===== config.mk =====
export PLATFORM = sky130hd
export DESIGN_NAME = cu_dispatcher_flat
export DESIGN_NICKNAME = d
export VERILOG_FILES = /design/src/rtl/cu_dispatcher_pkg.sv /design/src/rtl/cu_dispatcher_if.sv /design/src/rtl/cu_dispatcher_cu_free_picker.sv /design/src/rtl/cu_dispatcher.sv /design/src/flat_wrapper.sv
export SDC_FILE = /design/constraint.sdc
export NUM_CORES = 1
export LEC_CHECK = 0
export CAP_MARGIN = 10
export CORE_MARGIN = 4
export CORE_UTILIZATION = 50
export CTS_CLUSTER_DIAMETER = 100
export DETAILED_ROUTE_END_ITERATION = 10
export PLACE_DENSITY_LB_ADDON = 0.2
export SLEW_MARGIN = 0
export SYNTH_ARGS = -nofsm -noshare
export SYNTH_HDL_FRONTEND = slang
export SYNTH_SLANG_ARGS = --single-unit

===== constraint.sdc =====
create_clock -name clk -period 2.8 [get_ports clk]
set_input_delay 0.84 -clock clk [delete_from_list [all_inputs] [get_ports clk]]
set_output_delay 0.84 -clock clk [all_outputs]
set_load 0.1 [all_outputs]

===== src/rtl/cu_dispatcher_pkg.sv =====
// rtl/cu_dispatcher_pkg.sv - shared types, defaults and width helpers for the CU dispatcher
package cu_dispatcher_pkg;

  localparam int DEF_NUM_CUS          = 4;
  localparam int DEF_THREADS_PER_CU   = 4;
  localparam int DEF_THREAD_CNT_WIDTH = 8;
  localparam int DEF_BLOCK_ID_WIDTH   = 8;

  typedef enum logic [1:0] {
    IDLE = 2'd0,
    RUN  = 2'd1,
    DONE = 2'd2
  } state_e;

  // Active-thread field must hold the value THREADS_PER_CU itself, hence the +1.
  function automatic int atw_of(input int threads_per_cu);
    return $clog2(threads_per_cu) + 1;
  endfunction

endpackage


===== src/rtl/cu_dispatcher_if.sv =====
// rtl/cu_dispatcher_if.sv - host/CU-side signal bundle for the CU dispatcher
interface cu_dispatcher_if
  import cu_dispatcher_pkg::*;
#(
  parameter int NUM_CUS          = DEF_NUM_CUS,
  parameter int ATW              = atw_of(DEF_THREADS_PER_CU),
  parameter int THREAD_CNT_WIDTH = DEF_THREAD_CNT_WIDTH,
  parameter int BLOCK_ID_WIDTH   = DEF_BLOCK_ID_WIDTH
);

  logic                                     start;
  logic [THREAD_CNT_WIDTH-1:0]              kernel_threads;
  logic                                     busy;
  logic                                     done;
  logic [NUM_CUS-1:0]                       cu_enable;
  logic [NUM_CUS-1:0][ATW-1:0]              cu_active_threads;
  logic [NUM_CUS-1:0][BLOCK_ID_WIDTH-1:0]   cu_block_id;
  logic [NUM_CUS-1:0]                       cu_complete;

  // Host and compute units: drive launch and completion, observe dispatch.
  modport master (
    output start, kernel_threads, cu_complete,
    input  busy, done, cu_enable, cu_active_threads, cu_block_id
  );

  // Dispatcher side.
  modport slave (
    input  start, kernel_threads, cu_complete,
    output busy, done, cu_enable, cu_active_threads, cu_block_id
  );

endinterface


===== src/rtl/cu_dispatcher_cu_free_picker.sv =====
// rtl/cu_dispatcher_cu_free_picker.sv - lowest-index priority encoder over the free-CU mask
module cu_free_picker #(
  parameter int N = 4
) (
  input  logic [N-1:0] free_i,
  output logic [N-1:0] grant_o,
  output logic         valid_o
);

  // Two's-complement trick isolates the lowest set bit as a one-hot grant.
  assign grant_o = free_i & (~free_i + N'(1));
  assign valid_o = |free_i;

endmodule


===== src/rtl/cu_dispatcher.sv =====
// rtl/cu_dispatcher.sv - splits a kernel into blocks and dispatches them to free CUs; DISPATCH_PERF_EN adds perf counters
module cu_dispatcher
  import cu_dispatcher_pkg::*;
#(
  parameter int NUM_CUS          = DEF_NUM_CUS,
  parameter int THREADS_PER_CU   = DEF_THREADS_PER_CU,
  parameter int THREAD_CNT_WIDTH = DEF_THREAD_CNT_WIDTH,
  parameter int BLOCK_ID_WIDTH   = DEF_BLOCK_ID_WIDTH
) (
  input  logic                      clk,
  input  logic                      reset,
  cu_dispatcher_if.slave            bus
`ifdef DISPATCH_PERF_EN
  ,
  output logic [31:0]               kernel_cycles,
  output logic [BLOCK_ID_WIDTH-1:0] blocks_retired
`endif
);

  localparam int ATW = atw_of(THREADS_PER_CU);
  localparam int CW  = THREAD_CNT_WIDTH;
  localparam int BIW = BLOCK_ID_WIDTH;

  state_e                       state_q, state_d;
  logic [CW-1:0]                total_q, total_d;
  logic [CW-1:0]                next_q, next_d;
  logic [CW-1:0]                kt_q, kt_d;
  logic [NUM_CUS-1:0]           en_q, en_d;
  logic [NUM_CUS-1:0][ATW-1:0]  at_q, at_d;
  logic [NUM_CUS-1:0][BIW-1:0]  bid_q, bid_d;

  logic [NUM_CUS-1:0]           released;
  logic [NUM_CUS-1:0]           grant;
  logic                         grant_vld;
  logic                         more_blocks;
  logic                         last_block;
  logic [CW-1:0]                rem;

  // A released CU still has en_q high this cycle, so ~en_q already excludes it.
  assign released    = en_q & bus.cu_complete;
  assign more_blocks = next_q < total_q;
  assign last_block  = next_q == (total_q - CW'(1));
  assign rem         = kt_q % CW'(THREADS_PER_CU);

  cu_free_picker #(.N(NUM_CUS)) u_picker (
    .free_i  (~en_q),
    .grant_o (grant),
    .valid_o (grant_vld)
  );

  // Next-state: kernel capture, per-cycle single dispatch, release and completion.
  always_comb begin
    state_d = state_q;
    total_d = total_q;
    next_d  = next_q;
    kt_d    = kt_q;
    en_d    = en_q;
    at_d    = at_q;
    bid_d   = bid_q;
    unique case (state_q)
      IDLE: begin
        if (bus.start) begin
          state_d = RUN;
          kt_d    = bus.kernel_threads;
          next_d  = '0;
          total_d = CW'(({1'b0, bus.kernel_threads} + (CW+1)'(THREADS_PER_CU - 1))
                        / (CW+1)'(THREADS_PER_CU));
        end
      end
      RUN: begin
        en_d = en_q & ~released;
        if (more_blocks && grant_vld) begin
          en_d = en_d | grant;
          for (int i = 0; i < NUM_CUS; i++) begin
            if (grant[i]) begin
              bid_d[i] = BIW'(next_q);
              at_d[i]  = (last_block && rem != '0) ? ATW'(rem) : ATW'(THREADS_PER_CU);
            end
          end
          next_d = next_q + CW'(1);
        end
        if (!more_blocks && en_q == '0) state_d = DONE;
      end
      DONE:    state_d = IDLE;
      default: state_d = IDLE;
    endcase
  end

  // State and dispatch registers; reset abandons any in-flight kernel.
  always_ff @(posedge clk or negedge reset) begin
    if (!reset) begin
      state_q <= IDLE;
      total_q <= '0;
      next_q  <= '0;
      kt_q    <= '0;
      en_q    <= '0;
      at_q    <= '0;
      bid_q   <= '0;
    end else begin
      state_q <= state_d;
      total_q <= total_d;
      next_q  <= next_d;
      kt_q    <= kt_d;
      en_q    <= en_d;
      at_q    <= at_d;
      bid_q   <= bid_d;
    end
  end

  assign bus.busy              = state_q != IDLE;
  assign bus.done              = state_q == DONE;
  assign bus.cu_enable         = en_q;
  assign bus.cu_active_threads = at_q;
  assign bus.cu_block_id       = bid_q;

`ifdef DISPATCH_PERF_EN
  logic [31:0]  cyc_q, cyc_d;
  logic [BIW-1:0] ret_q, ret_d;

  // Perf counters restart on an accepted launch and hold once the kernel ends.
  always_comb begin
    cyc_d = cyc_q;
    ret_d = ret_q;
    if (state_q == IDLE && bus.start) begin
      cyc_d = '0;
      ret_d = '0;
    end else if (state_q == RUN) begin
      cyc_d = cyc_q + 32'd1;
      ret_d = ret_q + BIW'($countones(released));
    end
  end

  // Perf counter registers.
  always_ff @(posedge clk or negedge reset) begin
    if (!reset) begin
      cyc_q <= '0;
      ret_q <= '0;
    end else begin
      cyc_q <= cyc_d;
      ret_q <= ret_d;
    end
  end

  assign kernel_cycles  = cyc_q;
  assign blocks_retired = ret_q;
`endif

endmodule


===== src/flat_wrapper.sv =====
// flat-port wrapper written by rule: the top's interface ports become plain ports
module cu_dispatcher_flat import cu_dispatcher_pkg::*;
#(
  parameter int NUM_CUS          = DEF_NUM_CUS,
  parameter int THREADS_PER_CU   = DEF_THREADS_PER_CU,
  parameter int THREAD_CNT_WIDTH = DEF_THREAD_CNT_WIDTH,
  parameter int BLOCK_ID_WIDTH   = DEF_BLOCK_ID_WIDTH
)
  (clk, reset, bus_start, bus_kernel_threads, bus_cu_complete, bus_busy, bus_done, bus_cu_enable, bus_cu_active_threads, bus_cu_block_id);
  cu_dispatcher_if #(.NUM_CUS(NUM_CUS), .ATW((3)), .THREAD_CNT_WIDTH(THREAD_CNT_WIDTH), .BLOCK_ID_WIDTH(BLOCK_ID_WIDTH)) bus_i ();
  input  logic clk;
  input  logic reset;
  input wire logic [$bits(bus_i.start)-1:0] bus_start;
  input wire logic [$bits(bus_i.kernel_threads)-1:0] bus_kernel_threads;
  input wire logic [$bits(bus_i.cu_complete)-1:0] bus_cu_complete;
  output wire logic [$bits(bus_i.busy)-1:0] bus_busy;
  output wire logic [$bits(bus_i.done)-1:0] bus_done;
  output wire logic [$bits(bus_i.cu_enable)-1:0] bus_cu_enable;
  output wire logic [$bits(bus_i.cu_active_threads)-1:0] bus_cu_active_threads;
  output wire logic [$bits(bus_i.cu_block_id)-1:0] bus_cu_block_id;
  assign bus_i.start = bus_start;
  assign bus_i.kernel_threads = bus_kernel_threads;
  assign bus_i.cu_complete = bus_cu_complete;
  assign bus_busy = bus_i.busy;
  assign bus_done = bus_i.done;
  assign bus_cu_enable = bus_i.cu_enable;
  assign bus_cu_active_threads = bus_i.cu_active_threads;
  assign bus_cu_block_id = bus_i.cu_block_id;
  cu_dispatcher #(.NUM_CUS(NUM_CUS), .THREADS_PER_CU(THREADS_PER_CU), .THREAD_CNT_WIDTH(THREAD_CNT_WIDTH), .BLOCK_ID_WIDTH(BLOCK_ID_WIDTH)) u_core (.clk(clk), .reset(reset), .bus(bus_i));
endmodule

# Yosys cells after proc, flatten, opt, wreduce, memory -nomap -nowiden
# Index checks and enable logic that the tools add are counted.
dict set report word_totals {
  input_bits 15
  ff_bits 67
  word_cells 56
}
dict set report op_classes {
  bitwise 7
  order_cmp 1
  eq_ne 6
  n_reduce_logical 17
  mux 8
  n_addsub 4
}
# cell n
set op_table {}
lappend op_table {{8-bit 2-to-1 mux} 2}
lappend op_table {{8-bit case mux with 2 select lines} 1}
lappend op_table {{3-bit AND reduction} 5}
lappend op_table {{4-bit bitwise AND} 3}
lappend op_table {{4-bit inverter} 3}
lappend op_table {{8-bit by 2-bit adder with 9-bit output (second input constant)} 1}
lappend op_table {{8-bit by 1-bit adder with 8-bit output (second input constant)} 1}
lappend op_table {{8-bit equality test} 1}
lappend op_table {{8-bit by 7-bit < comparator with 1-bit output} 1}
lappend op_table {{8-bit nonzero test} 1}
lappend op_table {{7-bit by 1-bit subtractor with 8-bit output (second input constant)} 1}
lappend op_table {{4-bit by 1-bit adder with 4-bit output (second input constant)} 1}
lappend op_table {{4-bit logical NOT} 1}
lappend op_table {{2-bit 2-to-1 mux} 2}
lappend op_table {{4-bit 2-to-1 mux} 1}
lappend op_table {{2-bit by 1-bit inequality test with 1-bit output (second input constant)} 2}
lappend op_table {{4-bit OR} 1}
lappend op_table {{2-bit case mux with 2 select lines} 1}
lappend op_table {{2-bit AND reduction} 2}
lappend op_table {{2-bit nonzero test} 2}
lappend op_table {{4-bit OR reduction} 1}
lappend op_table {{1-bit logical AND} 3}
lappend op_table {{3-bit 2-to-1 mux} 1}
lappend op_table {{2-bit by 1-bit equality test with 1-bit output (second input constant)} 1}
lappend op_table {{other kinds (4)} 4}

# Longest topological paths before layout
# Gate-level depths: netlist of run 1.
dict set report depth {
  ltp_word 6
  ltp_mapped 10
  depth_no_buf 8
}

# Cells and area by module
# A second synthesis of run 1 with hierarchy kept.
dict set report hier_totals {
  hier_cells 300
  hier_area_um2 3298.2
}
# mod area_each_um2 cells_each n_inst seq_area_each_um2
set modules_own_cells {}
lappend modules_own_cells {cu_dispatcher 3258.1 295 1 1676.6}
lappend modules_own_cells {cu_free_picker 40.0 5 1 0.0}

# Least setup slack after synthesis of run 1
# No wires, ideal clock.
dict set report synth_path {
  kind {register to output}
  from {register u_core.state_q[0]}
  to {output bus_done}
  path_stages_with_launch 2
  setup_slack_ps 233
  arrival_ps 1727
  path_cell_list {dfrtp_1 > nor2b_1}
}
dict set report synth_via {
  elab_chain_cells 1
}
# item line_no
set synth_rtl {}
lappend synth_rtl {{from (decl)} cu_dispatcher.sv:24} ;# state_e state_q, state_d;
lappend synth_rtl {{from (signal assigned)} cu_dispatcher.sv:100} ;# state_q <= state_d;
lappend synth_rtl {{2-bit equality test} cu_dispatcher.sv:111} ;# assign bus.done = state_q == DONE;
lappend synth_rtl {{to (decl)} flat_wrapper.sv:17} ;# output wire logic [$bits(bus_i.done)-1:0] bus_done;
# No other way between the ends.

# Worst setup path after layout of run 1
dict set report layout_path {
  from {register u_core.next_q[5]}
  to {register u_core.bid_q, in the netlist u_core.bus.cu_block_id[5]}
}
dict set report layout_via {
  elab_chain_cells 3
}
# item line_no
set layout_rtl {}
lappend layout_rtl {{from (decl)} cu_dispatcher.sv:26} ;# logic [CW-1:0] next_q, next_d;
lappend layout_rtl {{from (signal assigned)} cu_dispatcher.sv:102} ;# next_q <= next_d;
lappend layout_rtl {{8-bit by 7-bit < comparator with 1-bit output} cu_dispatcher.sv:41} ;# assign more_blocks = next_q < total_q;
lappend layout_rtl {{1-bit logical AND} cu_dispatcher.sv:72} ;# if (more_blocks && grant_vld) begin
lappend layout_rtl {{3-bit AND reduction (no source line)} --}
lappend layout_rtl {{to (signal assigned)} cu_dispatcher.sv:106} ;# bid_q <= bid_d;
lappend layout_rtl {{to (decl)} cu_dispatcher.sv:30} ;# logic [NUM_CUS-1:0][BIW-1:0] bid_q, bid_d;
# Parallel ways exist; a longest one is shown, timed or not.
# A chain may end at the register's enable or synchronous reset.

==> flow_summary.toml, run 1 <==
[outcome]
status = "complete, no violations"

[layout]
n_fill_cell = 459
antenna_cells = 0
multiInputGateArea_mm2 = 0.00133
fin_nets = 383
areaGrowthSynthToFinish_pct = 28.2
layout-drive-gt1-share_pct = 33.0
seq_area_mm2 = 0.00168

[worst_setup_path]
crit_fanout = 10
worstPathCellList = "ha_1 > a21o_1 > a211o_1 > nor4_2 > buf_4 > mux2_2"
worstPathRequired_ns = 3.03
startpoint_type = "register"
crit_slowest_cell = "dfrtp_1"
reg2reg_to = "u_core.bus.cu_block_id[5]$_DFFE_PN0P_"
cpPeakStageDelay_ns = 0.49
crit-reg2reg-launch = "u_core.next_q[5]$_DFFE_PN0P_"
path_class = "register to register"
worstPathArrival_ns = 2.67
rr_worst_depth = 6
crit_path_end_kind = "register"
r2r_slack_ns = 0.35

[global_route]
track_usage_pct = 21.4
grt_pass1_wl_um = 12500
use_met1_pct = 28.5
met3_usage_pct = 4.92
grt_overflow = 0
antenna_found_initial = 0
grt_pass1_vias = 2502
busiest_layer = "met2"
grt_max_degree = 32
use_met2_pct = 32.8

[floorplan]
core_area_mm2 = 0.00603
initial_core_util_pct = 52.2
die_h_um = 87.3
ios = 65
die_x_um = 87.3
row_count = 28
dieArea_mm2 = 0.00763

[yosys]
synth-edff-count = 0
syn_area_mm2 = 0.00315
ys_async_sr_fraction_pct = 100
syn_area_per_cell_um2 = 11.1
ys_seq_area_share_pct = 53.3
ys_types = 43
synth_warnings = 0
synth_seq_cells = 67
synthFlopType = "dfrtp_1"
synth_nets = 308
netlist_top_cells_count = "67 x dfrtp_1, 35 x nand2_1, 30 x mux2_2, 20 x inv_1"
synth_area_leaders = "dfrtp_1 53%, mux2_2 11%, nand2_1 4.2%"
yosys.area.top_type = "dfrtp_1"
synthCells = 284
synth_top_area_share_pct = 53.3
synth_most_common_cell = "dfrtp_1"

[route]
routed_via_density = 5.48
ant_nets = 0
drc = 0
routedWlPerCell_um = 16.9
dr.first_iter.drc_count = 94
dr_total_vias = 2406
firstDrtPassIters = 4
wirelength_um = 7400

[placed_design]
post-place-ws_ns = 0.370
dp_hpwl_um = 5360
gp_congestion = 0.912
io_buffers = 64

[sta]
min_period_ns = 2.45
maxSlewHeadroom_pct = 63.4
fmax_mhz = 409
post-route-period-util_pct = 87.4
setup_viol = 0
finalHoldViolCount = 0
rsz0062_at_grt = "false"
slew_violations = 0
worst_pin_slew_ns = 0.550
fin_ws_ns = 0.354
clock_skew_ns = 0.00626
setup-tns-final_ns = 0

[clocking]
cts_setup_buffers = 0
clkLatencyLatePin_ns = 0.34
cts_buffers = 9
clk_pin_slew_ns = 0.07
cts_tree = "done"
cts_hold_buf = 0
cts_sinks = 67
clock-root-buffer = "clkbuf_8"
cts_resized = 0
clockBufferDepth = 2
cts_max_level = 3

[job]
cap_violations = 0

[min_path]
hold_class = "primary input to asynchronous set/reset pin"
==> flip-flops by register name, summed over array words and instances (netlist names) <==
name,cells
u_core.bus.cu_active_threads,12
u_core.bus.cu_block_id,32
u_core.bus.cu_enable,4
u_core.kt_q,2
u_core.next_q,8
u_core.state_q,2
u_core.total_q,7
==> final cells by class <==
type / instances / area share, %
sequential: 67 / 41.5
multi-input combinational: 181 / 33.0
clock inverter: 6 / 2.20
clock buffer: 10 / 3.16
timing repair buffer: 80 / 15.9
tap: 75 / 2.32
inverter: 20 / 1.86
==> through the flow <==
step | area [um^2] | hold WS (ns) | util (%) | std cells
final | 4040 | 0.480 | 67.0 | 439
after detailed placement | 3820 | 0.491 | 63.4 | 423
after CTS | 4040 | 0.487 | 67.0 | 439
after global placement | 3820 | 0.482 | 63.4 | 423
after floorplan | 3150 | 0.494 | - | 284
after global routing | 4040 | 0.510 | 67.0 | 439
==> placed cells by master, fill, tap and decap left out, types with 3 or more instances in the layout <==
master	instances
a21o_1	6
a21oi_1	7
and3_1	3
buf_4	65
clkbuf_8	9
clkdlybuf4s50_1	13
dfrtp_1	67
ha_1	9
inv_1	20
mux2_2	30
nand2_1	35
nand3_1	5
nand4_1	3
nor2_1	5
nor2b_1	7
nor3_1	4
o21ai_0	10
o22ai_1	10
xnor2_1	5
xor2_1	7
==> critical path: cells and delay by family (launching register included) <==
kind	cells	cell delay [ns]
AOI/OAI and AO/OA	2	0.56
buffers and inverters	1	0.25
muxes	1	0.34
and+or+nand+nor	1	0.33
adders and majority gates	1	0.35
DFF	1	0.49
==> how the worst max path moves through the flow <==
stage               slack [ns]                               endpoint                     startpoint  depth (start not counted)
floorplan                 0.23                               bus_done  u_core.state_q[0]$_DFFE_PN0P_                          1
global placement          0.41  u_core.bus.cu_block_id[5]$_DFFE_PN0P_   u_core.next_q[5]$_DFFE_PN0P_                          6
detailed placement        0.37  u_core.bus.cu_block_id[4]$_DFFE_PN0P_   u_core.next_q[5]$_DFFE_PN0P_                          6
CTS                       0.36  u_core.bus.cu_block_id[5]$_DFFE_PN0P_   u_core.next_q[5]$_DFFE_PN0P_                          6
global route              0.14           u_core.next_q[6]$_DFFE_PN0P_   u_core.next_q[5]$_DFFE_PN0P_                          7
finish                    0.35  u_core.bus.cu_block_id[5]$_DFFE_PN0P_   u_core.next_q[5]$_DFFE_PN0P_                          6
==> layer usage <==
metal / up-vias / share of wire, %
li1: 1142 / -
met2: 82 / 48
met1: 1169 / 44
met5: - / 0
met4: 0 / 2.3
met3: 13 / 6.4
==> kinds of logic (layout without fill, tap and decap cells) <==
| family | count (synthesis) | count (layout) | synth area share, % |
|---|---|---|---|
| buffers and inverters | 36 | 116 | 4.77 |
| adders and majority gates | 10 | 10 | 3.90 |
| AOI/OAI and AO/OA | 46 | 46 | 9.42 |
| and+or+nand+nor | 79 | 79 | 13.0 |
| muxes | 34 | 34 | 12.3 |
| xor gates and xnor gates | 12 | 12 | 3.34 |
| DFF | 67 | 67 | 53.3 |
Power of run 1 is left out: the tool's default activity adds up to more than one toggle a clock period on the data nets, which glitch-free logic cannot reach.
==> run 2, diff against run 1 <==
--- a/config.mk
+++ b/config.mk
@@ -6,7 +6,7 @@
 export NUM_CORES = 1
 export LEC_CHECK = 0
 export CAP_MARGIN = 10
-export CORE_MARGIN = 4
+export CORE_MARGIN = 2
 export CORE_UTILIZATION = 50
 export CTS_CLUSTER_DIAMETER = 100
 export DETAILED_ROUTE_END_ITERATION = 10
==> flow_summary.toml, run 2 (synthesis gave the netlist of run 1 again) <==
[sta]
worst_pin_slew_ns = 0.634
clock_skew_ns = 0.00934
rsz0062_at_grt = "false"
post-route-period-util_pct = 86.7
slew_violations = 0
min_period_ns = 2.43
setup-tns-final_ns = 0
fmax_mhz = 412
maxSlewHeadroom_pct = 57.7
setup_viol = 0
finalHoldViolCount = 0

[worst_setup_path]
crit_fanout = 10
r2r_slack_ns = 0.37
startpoint_type = "register"
crit_path_end_kind = "register"
rr_worst_depth = 6
worstPathArrival_ns = 2.65
path_class = "register to register"
reg2reg_to = "u_core.bus.cu_block_id[4]$_DFFE_PN0P_"
worstPathRequired_ns = 3.02
crit-reg2reg-launch = "u_core.next_q[5]$_DFFE_PN0P_"

[floorplan]
initial_core_util_pct = 52.5
core_area_mm2 = 0.00599
ios = 65
row_count = 28
dieArea_mm2 = 0.00695
die_h_um = 83.3
die_x_um = 83.3

[route]
drc = 0
firstDrtPassIters = 4
wirelength_um = 7330
routedWlPerCell_um = 16.8
dr.first_iter.drc_count = 113
dr_total_vias = 2361
routed_via_density = 5.42
ant_nets = 0

[clocking]
clockBufferDepth = 2
clock-root-buffer = "clkbuf_8"
cts_max_level = 3
cts_resized = 0
cts_sinks = 67
cts_buffers = 9
clkLatencyLatePin_ns = 0.34
cts_hold_buf = 0
clk_pin_slew_ns = 0.08
cts_tree = "done"
cts_setup_buffers = 0

[global_route]
antenna_found_initial = 0
grt_max_degree = 68
grt_pass1_vias = 2431
grt_overflow = 0
grt_pass1_wl_um = 12300
track_usage_pct = 22.4

[layout]
fin_nets = 380
layout-drive-gt1-share_pct = 32.7
multiInputGateArea_mm2 = 0.00133
areaGrowthSynthToFinish_pct = 28.5
final_cell_mix = "67 x dfrtp_1, 62 x buf_4, 35 x nand2_1, 30 x mux2_2, 20 x inv_1"
largest_register_ff_count = 32
antenna_cells = 0
n_fill_cell = 464
seq_area_mm2 = 0.00168
final_common_cell = "dfrtp_1"

[min_path]
hold_class = "primary input to asynchronous set/reset pin"

[placed_design]
io_buffers = 64
dp_hpwl_um = 5050
gp_congestion = 0.877

[job]
cap_violations = 0

[outcome]
status = "complete, no violations"
run 2: cell type report:
cell class	instances	area share, %
sequential	67	41.4
multi-input combinational	181	32.9
timing repair buffer	77	15.3
clock buffer	10	3.40
clock inverter	6	2.75
tap	75	2.32
inverter	20	1.86
run 2: worst max path at each step:
| stage | end | cells after the start | start | slack (ns) |
|---|---|---|---|---|
| 2_1_floorplan | bus_done | 1 | u_core.state_q[0]$_DFFE_PN0P_ | 0.23 |
| 3_3_place_gp | u_core.bus.cu_block_id[4]$_DFFE_PN0P_ | 6 | u_core.next_q[5]$_DFFE_PN0P_ | 0.39 |
| 3_5_place_dp | u_core.bus.cu_block_id[4]$_DFFE_PN0P_ | 6 | u_core.next_q[5]$_DFFE_PN0P_ | 0.38 |
| 4_1_cts | u_core.bus.cu_block_id[4]$_DFFE_PN0P_ | 6 | u_core.next_q[5]$_DFFE_PN0P_ | 0.38 |
| 5_1_grt | u_core.next_q[6]$_DFFE_PN0P_ | 7 | u_core.next_q[5]$_DFFE_PN0P_ | 0.14 |
| 6_report | u_core.bus.cu_block_id[4]$_DFFE_PN0P_ | 6 | u_core.next_q[5]$_DFFE_PN0P_ | 0.37 |
run 2: stage by stage:
step | cells | setup slack [ns] | hold WS [ns] | util [%] | cell area (um^2)
finish | 436 | 0.374 | 0.487 | 67.5 | 4050
floorplan | 284 | 0.233 | 0.494 | - | 3150
global placement | 420 | 0.392 | 0.484 | 63.4 | 3800
CTS | 436 | 0.378 | 0.509 | 67.5 | 4050
global route | 436 | 0.142 | 0.526 | 67.5 | 4050
detailed placement | 420 | 0.381 | 0.488 | 63.4 | 3800
run 2: per-layer routing:
metal	wire [um]	GRT usage (%)	up-vias	part of all wire, %
met2	3540	34.6	61	48
met5	0	0	-	0
met4	195	10.3	0	2.7
met3	277	4.27	17	3.8
li1	-	-	1138	-
met1	3320	30.6	1145	45
run 2: critical path, stage by stage, from the launching register on:
cell and delay (ns):
dfrtp_1 0.48, ha_1 0.35, a21o_1 0.19, a211o_1 0.37, nor4_2 0.32, buf_4 0.25, mux2_2 0.35
Power of run 2 is left out for the same reason.
==> run 3, diff against run 2 <==
--- a/config.mk
+++ b/config.mk
@@ -6,12 +6,13 @@
 export NUM_CORES = 1
 export LEC_CHECK = 0
 export CAP_MARGIN = 10
+export CORE_ASPECT_RATIO = 0.5
 export CORE_MARGIN = 2
 export CORE_UTILIZATION = 50
 export CTS_CLUSTER_DIAMETER = 100
 export DETAILED_ROUTE_END_ITERATION = 10
-export PLACE_DENSITY_LB_ADDON = 0.2
-export SLEW_MARGIN = 0
+export PLACE_DENSITY_LB_ADDON = 0.1
+export SLEW_MARGIN = 25
 export SYNTH_ARGS = -nofsm -noshare
 export SYNTH_HDL_FRONTEND = slang
 export SYNTH_SLANG_ARGS = --single-unit
==> flow_summary.toml, run 3 (synthesis gave the netlist of run 1 again) <==
[outcome]
status = "complete, no violations"

[route]
firstDrtPassIters = 4
dr_total_vias = 2398
wirelength_um = 7420
dr.first_iter.drc_count = 119
routed_via_density = 5.36
routedWlPerCell_um = 16.6
ant_nets = 0
drc = 0

[floorplan]
initial_core_util_pct = 51.8
core_area_mm2 = 0.00608
die_x_um = 116
row_count = 20
die_h_um = 60.1
dieArea_mm2 = 0.00699
ios = 65

[clocking]
cts_sinks = 67
cts_tree = "done"
clk_pin_slew_ns = 0.06
cts_max_level = 3
cts_buffers = 9
cts_hold_buf = 0
clockBufferDepth = 2
cts_setup_buffers = 0
cts_resized = 0
clock-root-buffer = "clkbuf_16"
clkLatencyLatePin_ns = 0.32

[worst_setup_path]
crit_fanout = 12
startpoint_type = "register"
setup.worst_path.start = "u_core.total_q[2]$_DFFE_PN0P_"
crit-reg2reg-launch = "u_core.total_q[2]$_DFFE_PN0P_"
crit_path_end_kind = "register"
path_class = "register to register"
worstPathRequired_ns = 3.00
worstPathArrival_ns = 2.65

[sta]
post-route-period-util_pct = 87.3
clock_skew_ns = 0.0105
min_period_ns = 2.44
worst_pin_slew_ns = 0.582
slew_violations = 0
fmax_mhz = 409
fin_ws_ns = 0.356
setup_viol = 0
maxSlewHeadroom_pct = 61.2
setup-tns-final_ns = 0
finalHoldViolCount = 0
rsz0062_at_grt = "false"

[placed_design]
gp_congestion = 0.827
dp_hpwl_um = 5300
io_buffers = 64
dp_cells = 432
post-place-ws_ns = 0.374

[min_path]
hold_class = "register to register"
holdCritStartpoint = "u_core.bus.cu_block_id[11]$_DFFE_PN0P_"

[layout]
final_cell_mix = "67 x dfrtp_1, 61 x buf_4, 35 x nand2_1, 30 x mux2_2, 20 x inv_1"
antenna_cells = 0
final_cell_count_no_fill = 447
fin_nets = 379
final_common_cell = "dfrtp_1"
largest_register_ff_count = 32
areaGrowthSynthToFinish_pct = 30.0
layout-drive-gt1-share_pct = 32.3

[global_route]
grt_pass1_vias = 2355
antenna_found_initial = 0
track_usage_pct = 23.1
grt_overflow = 0
grt_max_degree = 68
grt_pass1_wl_um = 11900

[job]
cap_violations = 0
## run 3: cell types whose count changed in the layout (fill, tap and decap cells not counted)
cell,before,now
buf_4,62,61
nor4_2,2,1
clkinv_4,0,2
clkbuf_16,0,9
clkbuf_8,10,1
nor4_4,0,1
bufinv_16,3,0
## run 3: path summary, 6_finish.rpt
path                                                               end  slack (ns)  cells after the start
max                        u_core.bus.cu_active_threads[8]$_DFFE_PN0P_        0.36                      6
min                             u_core.bus.cu_block_id[11]$_DFFE_PN0P_        0.51                      1
min reg2reg                     u_core.bus.cu_block_id[11]$_DFFE_PN0P_        0.51                      1
max in group asynchronous        u_core.bus.cu_block_id[9]$_DFFE_PN0P_        1.98                      2
max reg2reg                u_core.bus.cu_active_threads[8]$_DFFE_PN0P_        0.36                      6
min in group asynchronous                 u_core.next_q[3]$_DFFE_PN0P_        0.53                      2
## run 3: routing by layer
metal / GRT usage, % / up-vias / routed length (um)
li1: - / 1128 / -
met3: 5.88 / 9 / 550
met2: 36.1 / 73 / 3390
met5: 0 / - / 0
met1: 32.2 / 1188 / 3420
met4: 7.48 / 0 / 54
## run 3: stage by stage
step / cell area [um^2] / utilization (%) / hold WS [ns]
finish: 4090 / 67.3 / 0.505
global route: 4090 / 67.3 / 0.521
CTS: 4090 / 67.3 / 0.509
detailed placement: 3810 / 62.7 / 0.494
global placement: 3810 / 62.7 / 0.485
floorplan: 3150 / - / 0.494
## run 3: area by class of cell
type                       count  area, um^2
timing repair buffer          76         613
tap                           88         110
clock inverter                 5        38.8
fill                         480        1990
multi-input combinational    181        1340
clock buffer                  10         239
sequential                    67        1680
inverter                      20        75.1
## run 3: worst max-delay path, stage by stage (launching register included)
cell,delay (ns)
dfrtp_1,0.44
or3_4,0.36
o31a_1,0.26
or4_1,0.47
o311ai_1,0.12
nand3_2,0.31
mux2_2,0.37
Power of run 3 is left out for the same reason.
